==> config.mk <==
export PLATFORM = sky130hd
export DESIGN_NAME = wb_uart_rx
export DESIGN_NICKNAME = d
export VERILOG_FILES = /design/src/rtl/wb_uart_rx.sv
export SDC_FILE = /design/constraint.sdc
export NUM_CORES = 1
export LEC_CHECK = 0
export ABC_AREA = 1
export BUFFER_PORTS_ARGS = -buffer_cell sky130_fd_sc_hd__buf_2
export CELL_PAD_IN_SITES_DETAIL_PLACEMENT = 0
export CELL_PAD_IN_SITES_GLOBAL_PLACEMENT = 2
export CORE_ASPECT_RATIO = 1.5
export CORE_MARGIN = 2
export CORE_UTILIZATION = 33
export DETAILED_ROUTE_END_ITERATION = 8
export PLACE_DENSITY = 0.82
export SETUP_SLACK_MARGIN = 0.5
export SYNTH_ARGS = -nofsm -noshare
export SYNTH_HDL_FRONTEND = slang
export SYNTH_SLANG_ARGS = --single-unit
export TNS_END_PERCENT = 30
==> constraint.sdc <==
create_clock -name clock -period 6.7 [get_ports clock]
set_input_delay 0.335 -clock clock [delete_from_list [all_inputs] [get_ports clock]]
set_output_delay 0.335 -clock clock [all_outputs]
set_load 0.01 [all_outputs]
==> src/rtl/wb_uart_rx.sv <==
// wb_uart_rx: Wishbone classic-slave 8N1 UART receiver with a small receive FIFO
module wb_uart_rx #(
    parameter int CLK_FREQ   = 10000000,
    parameter int BAUD       = 9600,
    parameter int FIFO_DEPTH = 4
) (
    input  logic        clock,
    input  logic        reset,
    input  logic        rx,
    input  logic [2:0]  wb_adr_i,
    input  logic [31:0] wb_dat_i,
    output logic [31:0] wb_dat_o,
    input  logic [3:0]  wb_sel_i,
    input  logic        wb_we_i,
    input  logic        wb_stb_i,
    input  logic        wb_cyc_i,
    output logic        wb_ack_o,
    output logic        irq
);
    localparam int DIV  = CLK_FREQ / BAUD;
    localparam int HALF = DIV / 2;
    localparam int CW   = $clog2(DIV + 1);
    localparam int AW   = $clog2(FIFO_DEPTH);
    localparam logic [CW-1:0] DIV_M1  = CW'(DIV - 1);
    localparam logic [CW-1:0] HALF_M1 = CW'(HALF - 1);

    typedef enum logic [2:0] {IDLE, START, DATA, STOP, WAIT_HIGH} state_t;

    state_t        state_q;
    logic          rx_meta_q, rxs_q;
    logic [CW-1:0] cnt_q;
    logic [2:0]    idx_q;
    logic [7:0]    shift_q;
    logic [7:0]    mem_q [FIFO_DEPTH];
    logic [AW-1:0] wr_ptr_q, rd_ptr_q;
    logic [AW:0]   count_q, count_d;
    logic          overrun_q, frame_err_q, ack_q, irq_q;
    logic [31:0]   dat_q, rd_val;
    logic [3:0]    count_sat;
    logic          tick, stop_ok, stop_bad, access, not_empty, full, pop, push, clr;
    logic          unused_ok;

    assign tick      = cnt_q == '0;
    assign stop_ok   = (state_q == STOP) && tick && rxs_q;
    assign stop_bad  = (state_q == STOP) && tick && !rxs_q;
    assign access    = wb_cyc_i & wb_stb_i & ~ack_q;
    assign not_empty = count_q != '0;
    assign full      = count_q == (AW+1)'(FIFO_DEPTH);
    assign pop       = access & ~wb_we_i & ~wb_adr_i[2] & not_empty;
    assign push      = stop_ok & (~full | pop);
    assign clr       = access & wb_we_i & wb_adr_i[2];
    assign unused_ok = ^{wb_sel_i, wb_dat_i[31:4], wb_dat_i[1:0], wb_adr_i[1:0]};
    assign wb_ack_o  = ack_q;
    assign wb_dat_o  = dat_q;
    assign irq       = irq_q;

    // Next FIFO occupancy and the value a read would return this cycle
    always_comb begin
        count_d   = count_q + (AW+1)'(push) - (AW+1)'(pop);
        count_sat = (32'(count_q) > 15) ? 4'hf : 4'(count_q);
        rd_val    = wb_adr_i[2] ? {24'h0, count_sat, frame_err_q, overrun_q, full, not_empty}
                                : {24'h0, not_empty ? mem_q[rd_ptr_q] : 8'h00};
    end

    // Two-flop synchronizer; idles high so leaving reset never looks like a start bit
    always_ff @(posedge clock) begin
        if (reset) begin
            rx_meta_q <= 1'b1;
            rxs_q     <= 1'b1;
        end else begin
            rx_meta_q <= rx;
            rxs_q     <= rx_meta_q;
        end
    end

    // Frame receiver: mid-bit sampling from a half-period offset after the start edge
    always_ff @(posedge clock) begin
        if (reset) begin
            state_q <= IDLE;
            cnt_q   <= '0;
            idx_q   <= '0;
            shift_q <= '0;
        end else begin
            case (state_q)
                IDLE: if (!rxs_q) begin
                    cnt_q   <= HALF_M1;
                    state_q <= START;
                end
                START: if (!tick) cnt_q <= cnt_q - CW'(1);
                    else if (rxs_q) state_q <= IDLE;
                    else begin
                        cnt_q   <= DIV_M1;
                        idx_q   <= '0;
                        state_q <= DATA;
                    end
                DATA: if (!tick) cnt_q <= cnt_q - CW'(1);
                    else begin
                        shift_q <= {rxs_q, shift_q[7:1]};
                        cnt_q   <= DIV_M1;
                        if (idx_q == 3'd7) state_q <= STOP;
                        else idx_q <= idx_q + 3'd1;
                    end
                STOP: if (!tick) cnt_q <= cnt_q - CW'(1);
                    else state_q <= rxs_q ? IDLE : WAIT_HIGH;
                WAIT_HIGH: if (rxs_q) state_q <= IDLE;
                default: state_q <= IDLE;
            endcase
        end
    end

    // FIFO storage is only written on an accepted push and needs no reset
    always_ff @(posedge clock) begin
        if (push) mem_q[wr_ptr_q] <= shift_q;
    end

    // Bus handshake, FIFO pointers and sticky flags; a flag set beats a same-cycle clear
    always_ff @(posedge clock) begin
        if (reset) begin
            ack_q       <= 1'b0;
            dat_q       <= '0;
            irq_q       <= 1'b0;
            wr_ptr_q    <= '0;
            rd_ptr_q    <= '0;
            count_q     <= '0;
            overrun_q   <= 1'b0;
            frame_err_q <= 1'b0;
        end else begin
            ack_q       <= access;
            dat_q       <= (access && !wb_we_i) ? rd_val : '0;
            count_q     <= count_d;
            irq_q       <= count_d != '0;
            wr_ptr_q    <= push ? wr_ptr_q + AW'(1) : wr_ptr_q;
            rd_ptr_q    <= pop ? rd_ptr_q + AW'(1) : rd_ptr_q;
            overrun_q   <= (stop_ok & ~push) | (overrun_q & ~(clr & wb_dat_i[2]));
            frame_err_q <= stop_bad | (frame_err_q & ~(clr & wb_dat_i[3]));
        end
    end
endmodule

=== Yosys cells after proc, flatten, opt, wreduce, memory -nomap -nowiden ===
Memories as Yosys holds them, arrays and structs flattened. A register that Yosys moved wholly into a read port is not among the register bits.
Cells that the tools add are included.

* Flip-flop bits (word level): 70
* Memory bits (writable): 32
* Output and inout bits: 34
* Memories kept: 1

{| class="wikitable"
|+ Memory list
! memory !! words !! width !! read ports !! clocked after Yosys merged registers in !! wr ports !! RTL line !! source
|-
| mem_q || 4 || 8 || 1 || 1 || 1 || 34 || <nowiki>logic [7:0] mem_q [FIFO_DEPTH];</nowiki>
|}

* Add/sub/neg operators: 6
* Equal/unequal tests: 16
* Multiplexer cells: 26
* Bitwise operators: 25
* Reductions and logical operators: 18

{| class="wikitable"
|+ Operator list
! kind !! count
|-
| 2-to-1 mux 11 bit || 5
|-
| case mux 11 bit (4 select lines) || 1
|-
| 2-to-1 mux 3 bit || 11
|-
| != test 2 bit (second input constant) || 9
|-
| case mux 3 bit (5 select lines) || 1
|-
| 2-to-1 mux 7 bit || 2
|-
| bitwise AND 1 bit || 13
|-
| logical NOT 11 bit || 1
|-
| subtractor 11 x 1 -> 11 bit (second input constant) || 1
|-
| equality test 3 bit (second input constant) || 3
|-
| NOT 1 bit || 9
|-
| equality test 3 x 2 -> 1 bit (second input constant) || 2
|-
| 2-to-1 mux 2 bit || 3
|-
| case mux 3 bit (2 select lines) || 1
|-
| AND reduction 6 bit || 1
|-
| nonzero test 3 bit || 2
|-
| AND reduction 5 bit || 1
|-
| adder 2 x 1 -> 2 bit (second input constant) || 2
|-
| logical AND 1 bit || 4
|-
| AND reduction 4 bit || 1
|-
| nonzero test 4 bit || 1
|-
| OR reduction 4 bit || 1
|-
| adder 3 x 1 -> 3 bit || 1
|-
| adder 3 x 1 -> 3 bit (second input constant) || 1
|-
| 10 further kinds || 14
|}

=== Longest topological paths before layout ===
* Depth after elaboration: 10
* Gate-level depth with buffers: 15
* Depth with buffers taken out: 15

=== Least setup slack after synthesis ===
No wires, ideal clock.

* Path kind: register to register
* Start: register cnt_q[0]
* End: register irq_q (netlist: irq)
* Arrival: 2.134 ns
* Slack: 4.447 ns
* Stages on the path, launching flop included: 14
* Buffers on the path: 0
* Cells stage by stage: dfxtp_1 inv_1 ha_1 nand2_1 nor2_4 nand2_4 nor2_4 nand2_1 nand2_1 o21ai_1 ha_1 fa_1 o31ai_1 inv_1

* Word-level cells in the longest chain between the ends: 7

{| class="wikitable"
|+ Ends and longest elaborated chain
! item !! RTL line !! source
|-
| from (decl) || 31 || <nowiki>logic [CW-1:0] cnt_q;</nowiki>
|-
| from (signal assigned) || 89 || <nowiki>START: if (!tick) cnt_q <= cnt_q - CW'(1);</nowiki>
|-
| from (signal assigned) || 96 || <nowiki>DATA: if (!tick) cnt_q <= cnt_q - CW'(1);</nowiki>
|-
| from (signal assigned) || 103 || <nowiki>STOP: if (!tick) cnt_q <= cnt_q - CW'(1);</nowiki>
|-
| logical NOT 11 bit || 43 || <nowiki>assign tick = cnt_q == '0;</nowiki>
|-
| logical AND 1 bit (2 in series) || 44 || <nowiki>assign stop_ok = (state_q == STOP) && tick && rxs_q;</nowiki>
|-
| bitwise AND 1 bit || 50 || <nowiki>assign push = stop_ok & (~full | pop);</nowiki>
|-
| adder 3 x 1 -> 3 bit || 59 || <nowiki>count_d = count_q + (AW+1)'(push) - (AW+1)'(pop);</nowiki>
|-
| subtractor 3 x 1 -> 3 bit || 59 ||
|-
| via count_d[1] || 36 || <nowiki>logic [AW:0] count_q, count_d;</nowiki>
|-
| nonzero test 3 bit || 131 || <nowiki>irq_q <= count_d != '0;</nowiki>
|-
| to (signal assigned) || 121 || <nowiki>irq_q <= 1'b0;</nowiki>
|-
| to (signal assigned) || 131 ||
|-
| to (decl) || 37 || <nowiki>logic overrun_q, frame_err_q, ack_q, irq_q;</nowiki>
|}

The timed path passes the listed nets, and every way through them passes these cells.
A chain may end at the register's enable or synchronous reset.

=== Final worst setup path ===
Ends and elaborated chain as after synthesis.

==> results.json <==
{
  "antennaDiodeCount": 0,
  "finalCritPeriodShare": 0.3688,
  "yosysTopAreaCell": "dfxtp_1",
  "multiInputGateArea_sq_um": 1455,
  "final_util": 0.3755,
  "die_w_um": 90.49,
  "fin_setup_tns_ns": 0,
  "timing.hold.ws_ns": 0.1840,
  "ys_async_sr_fraction": 0,
  "synth_area_leaders": "dfxtp_1 26%, edfxtp_1 26%, nor2_1 6.6%",
  "critical_path.top_delay_family": "adder cells",
  "seq_area_sq_um": 1922,
  "wl_um": 7344,
  "cpPeakStageDelay_ns": 0.43,
  "cp.arrival_ns": 2.70,
  "cts_tree": "done",
  "rows": 47,
  "power_frac_seq": 0.397,
  "maxCapViolations": 0,
  "synth.ff_latch_count": 80,
  "synth_compound_area_frac": 0.1146,
  "yosysSeqAreaShare": 0.5191,
  "drv_slew": 0,
  "drc": 0,
  "grt_pass1_wl_um": 12040,
  "ys_types": 36,
  "layout-drive-gt1-share": 0.1228,
  "die_h_um": 133.7,
  "synth_commonest_cells": "65 x nor2_1, 60 x nand2_1, 48 x dfxtp_1, 46 x inv_1, 43 x o21ai_0",
  "place_congestion": 0.7615,
  "pwr-share-clk": 0.311,
  "synthCells": 424,
  "cts_sinks": 80,
  "relSlewSlack": 0.4350,
  "combPwrFrac": 0.292,
  "drt-initial-drc-count": 97,
  "fin_cells": 595,
  "min_period_ns": 2.471,
  "synth_edf_count": 32,
  "cts_buffers": 9,
  "status": "completed",
  "grt_max_degree": 24,
  "cts.clk_slew.worst_paths_ns": 0.06,
  "htreeDepth": 3,
  "finalHoldViolations": 0,
  "rsz0062_at_grt": "false",
  "dieArea_sq_um": 12100,
  "final_nets": 498,
  "setup_viol": 0,
  "via_per_inst": 4.486,
  "slowest_stage": "fa_1",
  "synth_area_sq_um": 3702,
  "syn_area_per_cell_sq_um": 8.732,
  "antenna_found_initial": 0,
  "io_pins": 79,
  "clockBufferDepth": 2,
  "initial_core_util": 0.3367,
  "p_per_area_nw_per_um2": 376.1,
  "placedCellCount": 579,
  "yosysWarningCount": 0,
  "holdCritStartpoint": "rx",
  "muxShareOfSynthArea": 0,
  "critPathLaunchType": "flip-flop",
  "dpl_cell_area_sq_um": 3831,
  "post-cts-setup-buffers": 0,
  "switching_share": 0.3544,
  "grt_remaining_overflow": 0,
  "timing.rr.end": "irq$_SDFF_PP0_",
  "post_cts_resized": 0,
  "ys.flop_type": "dfxtp_1",
  "synth_xor_area_frac": 0.007097,
  "tightest_slew_ns": 0.8445,
  "p_int_w": 0.001003,
  "antenna_left": 0,
  "crit_chain": "inv_1, ha_1, nand2_1, nor2_4, nand2_4, nor2_4, nand3_4, o21ai_1, ha_1, fa_1, o31ai_1, inv_1",
  "holdCritPathClass": "in -> reg",
  "synth_top_family_by_area": "simple AND/OR/NAND/NOR gates",
  "track_usage": 0.1279,
  "skew_ns": 0.006248,
  "clkLatencyLatePin_ns": 0.33,
  "hpwl_um": 5310,
  "cts_hold_buf": 0,
  "drtPass1Iterations": 4,
  "area_growth_pct": 11.52,
  "fmax_mhz": 404.7,
  "switchingPower_w": 0.0005503,
  "crit_buf_inv": 2,
  "port_buffers": 18,
  "synthAdderAreaFrac": 0.03582,
  "synth.most_common_cell": "nor2_1",
  "synth_simple_gate_area_frac": 0.2112,
  "root_buffer": "clkbuf_16",
  "regToRegStartpoint": "cnt_q[0]$_SDFFE_PP0P_",
  "stdcell_area_sq_um": 4129,
  "hold_end": "rx_meta_q$_SDFF_PP1_",
  "whs_path_depth": 2,
  "dr_total_vias": 2669,
  "reg2reg_depth": 12,
  "worstPathRequired_ns": 6.93,
  "core-area_sq_um": 11000,
  "path_class": "reg -> reg",
  "power_leakage_nw": 1.714,
  "post_drt_wl_per_cell_um": 12.34,
  "worstPathMaxFanout": 10,
  "rrSetupSlack_ns": 4.23,
  "vdd_drop_max_uv": 178.3,
  "grt_pass1_vias": 2524,
  "cp-end-kind": "flip-flop",
  "synth_top_area_frac": 0.2595,
  "fill_cells": 1141
}
-- logic make-up (layout without fill, tap and decap cells) --
logic type,Yosys count,count (layout)
xor gates and xnor gates,3,3
buffers and inverters,81,82
DFF,80,80
AOI/OAI and AO/OA,78,78
other,1,24
adders and majority gates,10,10
and+or+nand+nor,171,171
-- power groups by stage --
stage / logic, W / clock network (W) / registers [W]
2_1_floorplan: 0.000392 / 0 / 0.000613
3_3_place_gp: 0.000457 / 0 / 0.000624
3_5_place_dp: 0.000460 / 0 / 0.000627
4_1_cts: 0.000461 / 0.000496 / 0.000617
5_1_grt: 0.000528 / 0.000520 / 0.000624
6_report: 0.000453 / 0.000484 / 0.000616
-- registers in the layout (all words and copies together) (netlist names), named ones only --
signal and flops:
wb_ack_o 1, cnt_q 11, rx_meta_q 1, mem_q 32, shift_q 8, overrun_q 1
idx_q 3, rd_ptr_q 2, wr_ptr_q 2, frame_err_q 1, irq 1, count_q 3
state_q 3, wb_dat_o 8, rxs_q 1
-- layout by cell type, fill, tap and decap left out, types with 2 or more instances in the layout --
| cell type | synthesis | layout |
|---|---|---|
| nor2_2 | 6 | 6 |
| nor2_4 | 3 | 3 |
| nor2_1 | 65 | 65 |
| nand4_1 | 5 | 5 |
| nor3_1 | 11 | 11 |
| ha_1 | 9 | 9 |
| o22ai_1 | 7 | 7 |
| buf_2 | 2 | 18 |
| clkbuf_16 | 0 | 9 |
| nand3_1 | 10 | 10 |
| conb_1 | 1 | 24 |
| clkinv_4 | 0 | 2 |
| nand2_1 | 60 | 60 |
| inv_2 | 2 | 2 |
| inv_1 | 46 | 46 |
| edfxtp_1 | 32 | 32 |
| a21oi_1 | 21 | 21 |
| or2_2 | 2 | 2 |
| nand2_2 | 3 | 3 |
| nand3b_1 | 2 | 2 |
| dfxtp_1 | 48 | 48 |
| xor2_1 | 3 | 3 |
| o21ai_0 | 43 | 43 |
-- per-layer routing --
metal | vias to the layer above | track usage | wire length (um)
met5 | - | 0 | 0
met4 | 0 | 0.05385 | 137
met3 | 14 | 0.02828 | 248
met2 | 54 | 0.2376 | 3923
met1 | 1214 | 0.1384 | 3035
li1 | 1387 | - | -
-- worst register-to-register path, stage by stage, from the launching register on --
cell     delay [ns]
dfxtp_1        0.32
inv_1          0.12
ha_1           0.16
nand2_1        0.09
nor2_4         0.16
nand2_4        0.14
nor2_4         0.16
nand3_4        0.15
o21ai_1        0.16
ha_1           0.17
fa_1           0.43
o31ai_1        0.26
inv_1          0.06
-- stage by stage --
step                      worst slack (ns)  total power [W]
after floorplan                      4.447         0.001006
after global placement               4.169         0.001081
after detailed placement             4.191         0.001087
after CTS                            4.174         0.001574
after global routing                 3.991         0.001672
final                                4.229         0.001553
-- area by class of cell --
| cell class | count | area share |
|---|---|---|
| flip-flops and latches | 80 | 0.4655 |
| multi-input cells | 286 | 0.3524 |
| clock buffers | 10 | 0.05545 |
| well taps | 147 | 0.04455 |
| inverters | 48 | 0.04364 |
| repair buffers | 18 | 0.02182 |
| clock inverters | 6 | 0.01667 |
-- worst max path at each step --
stage / endpoint / cells after the start / slack, ns / start
final: irq$_SDFF_PP0_ / 12 / 4.23 / cnt_q[0]$_SDFFE_PP0P_
after global routing: irq$_SDFF_PP0_ / 12 / 3.99 / cnt_q[1]$_SDFFE_PP0P_
after CTS: irq$_SDFF_PP0_ / 12 / 4.17 / cnt_q[0]$_SDFFE_PP0P_
after detailed placement: irq$_SDFF_PP0_ / 12 / 4.19 / cnt_q[0]$_SDFFE_PP0P_
after global placement: irq$_SDFF_PP0_ / 12 / 4.17 / cnt_q[0]$_SDFFE_PP0P_
after floorplan: irq$_SDFF_PP0_ / 13 / 4.45 / cnt_q[0]$_SDFFE_PP0P_
(Power assumes the default switching activity.)
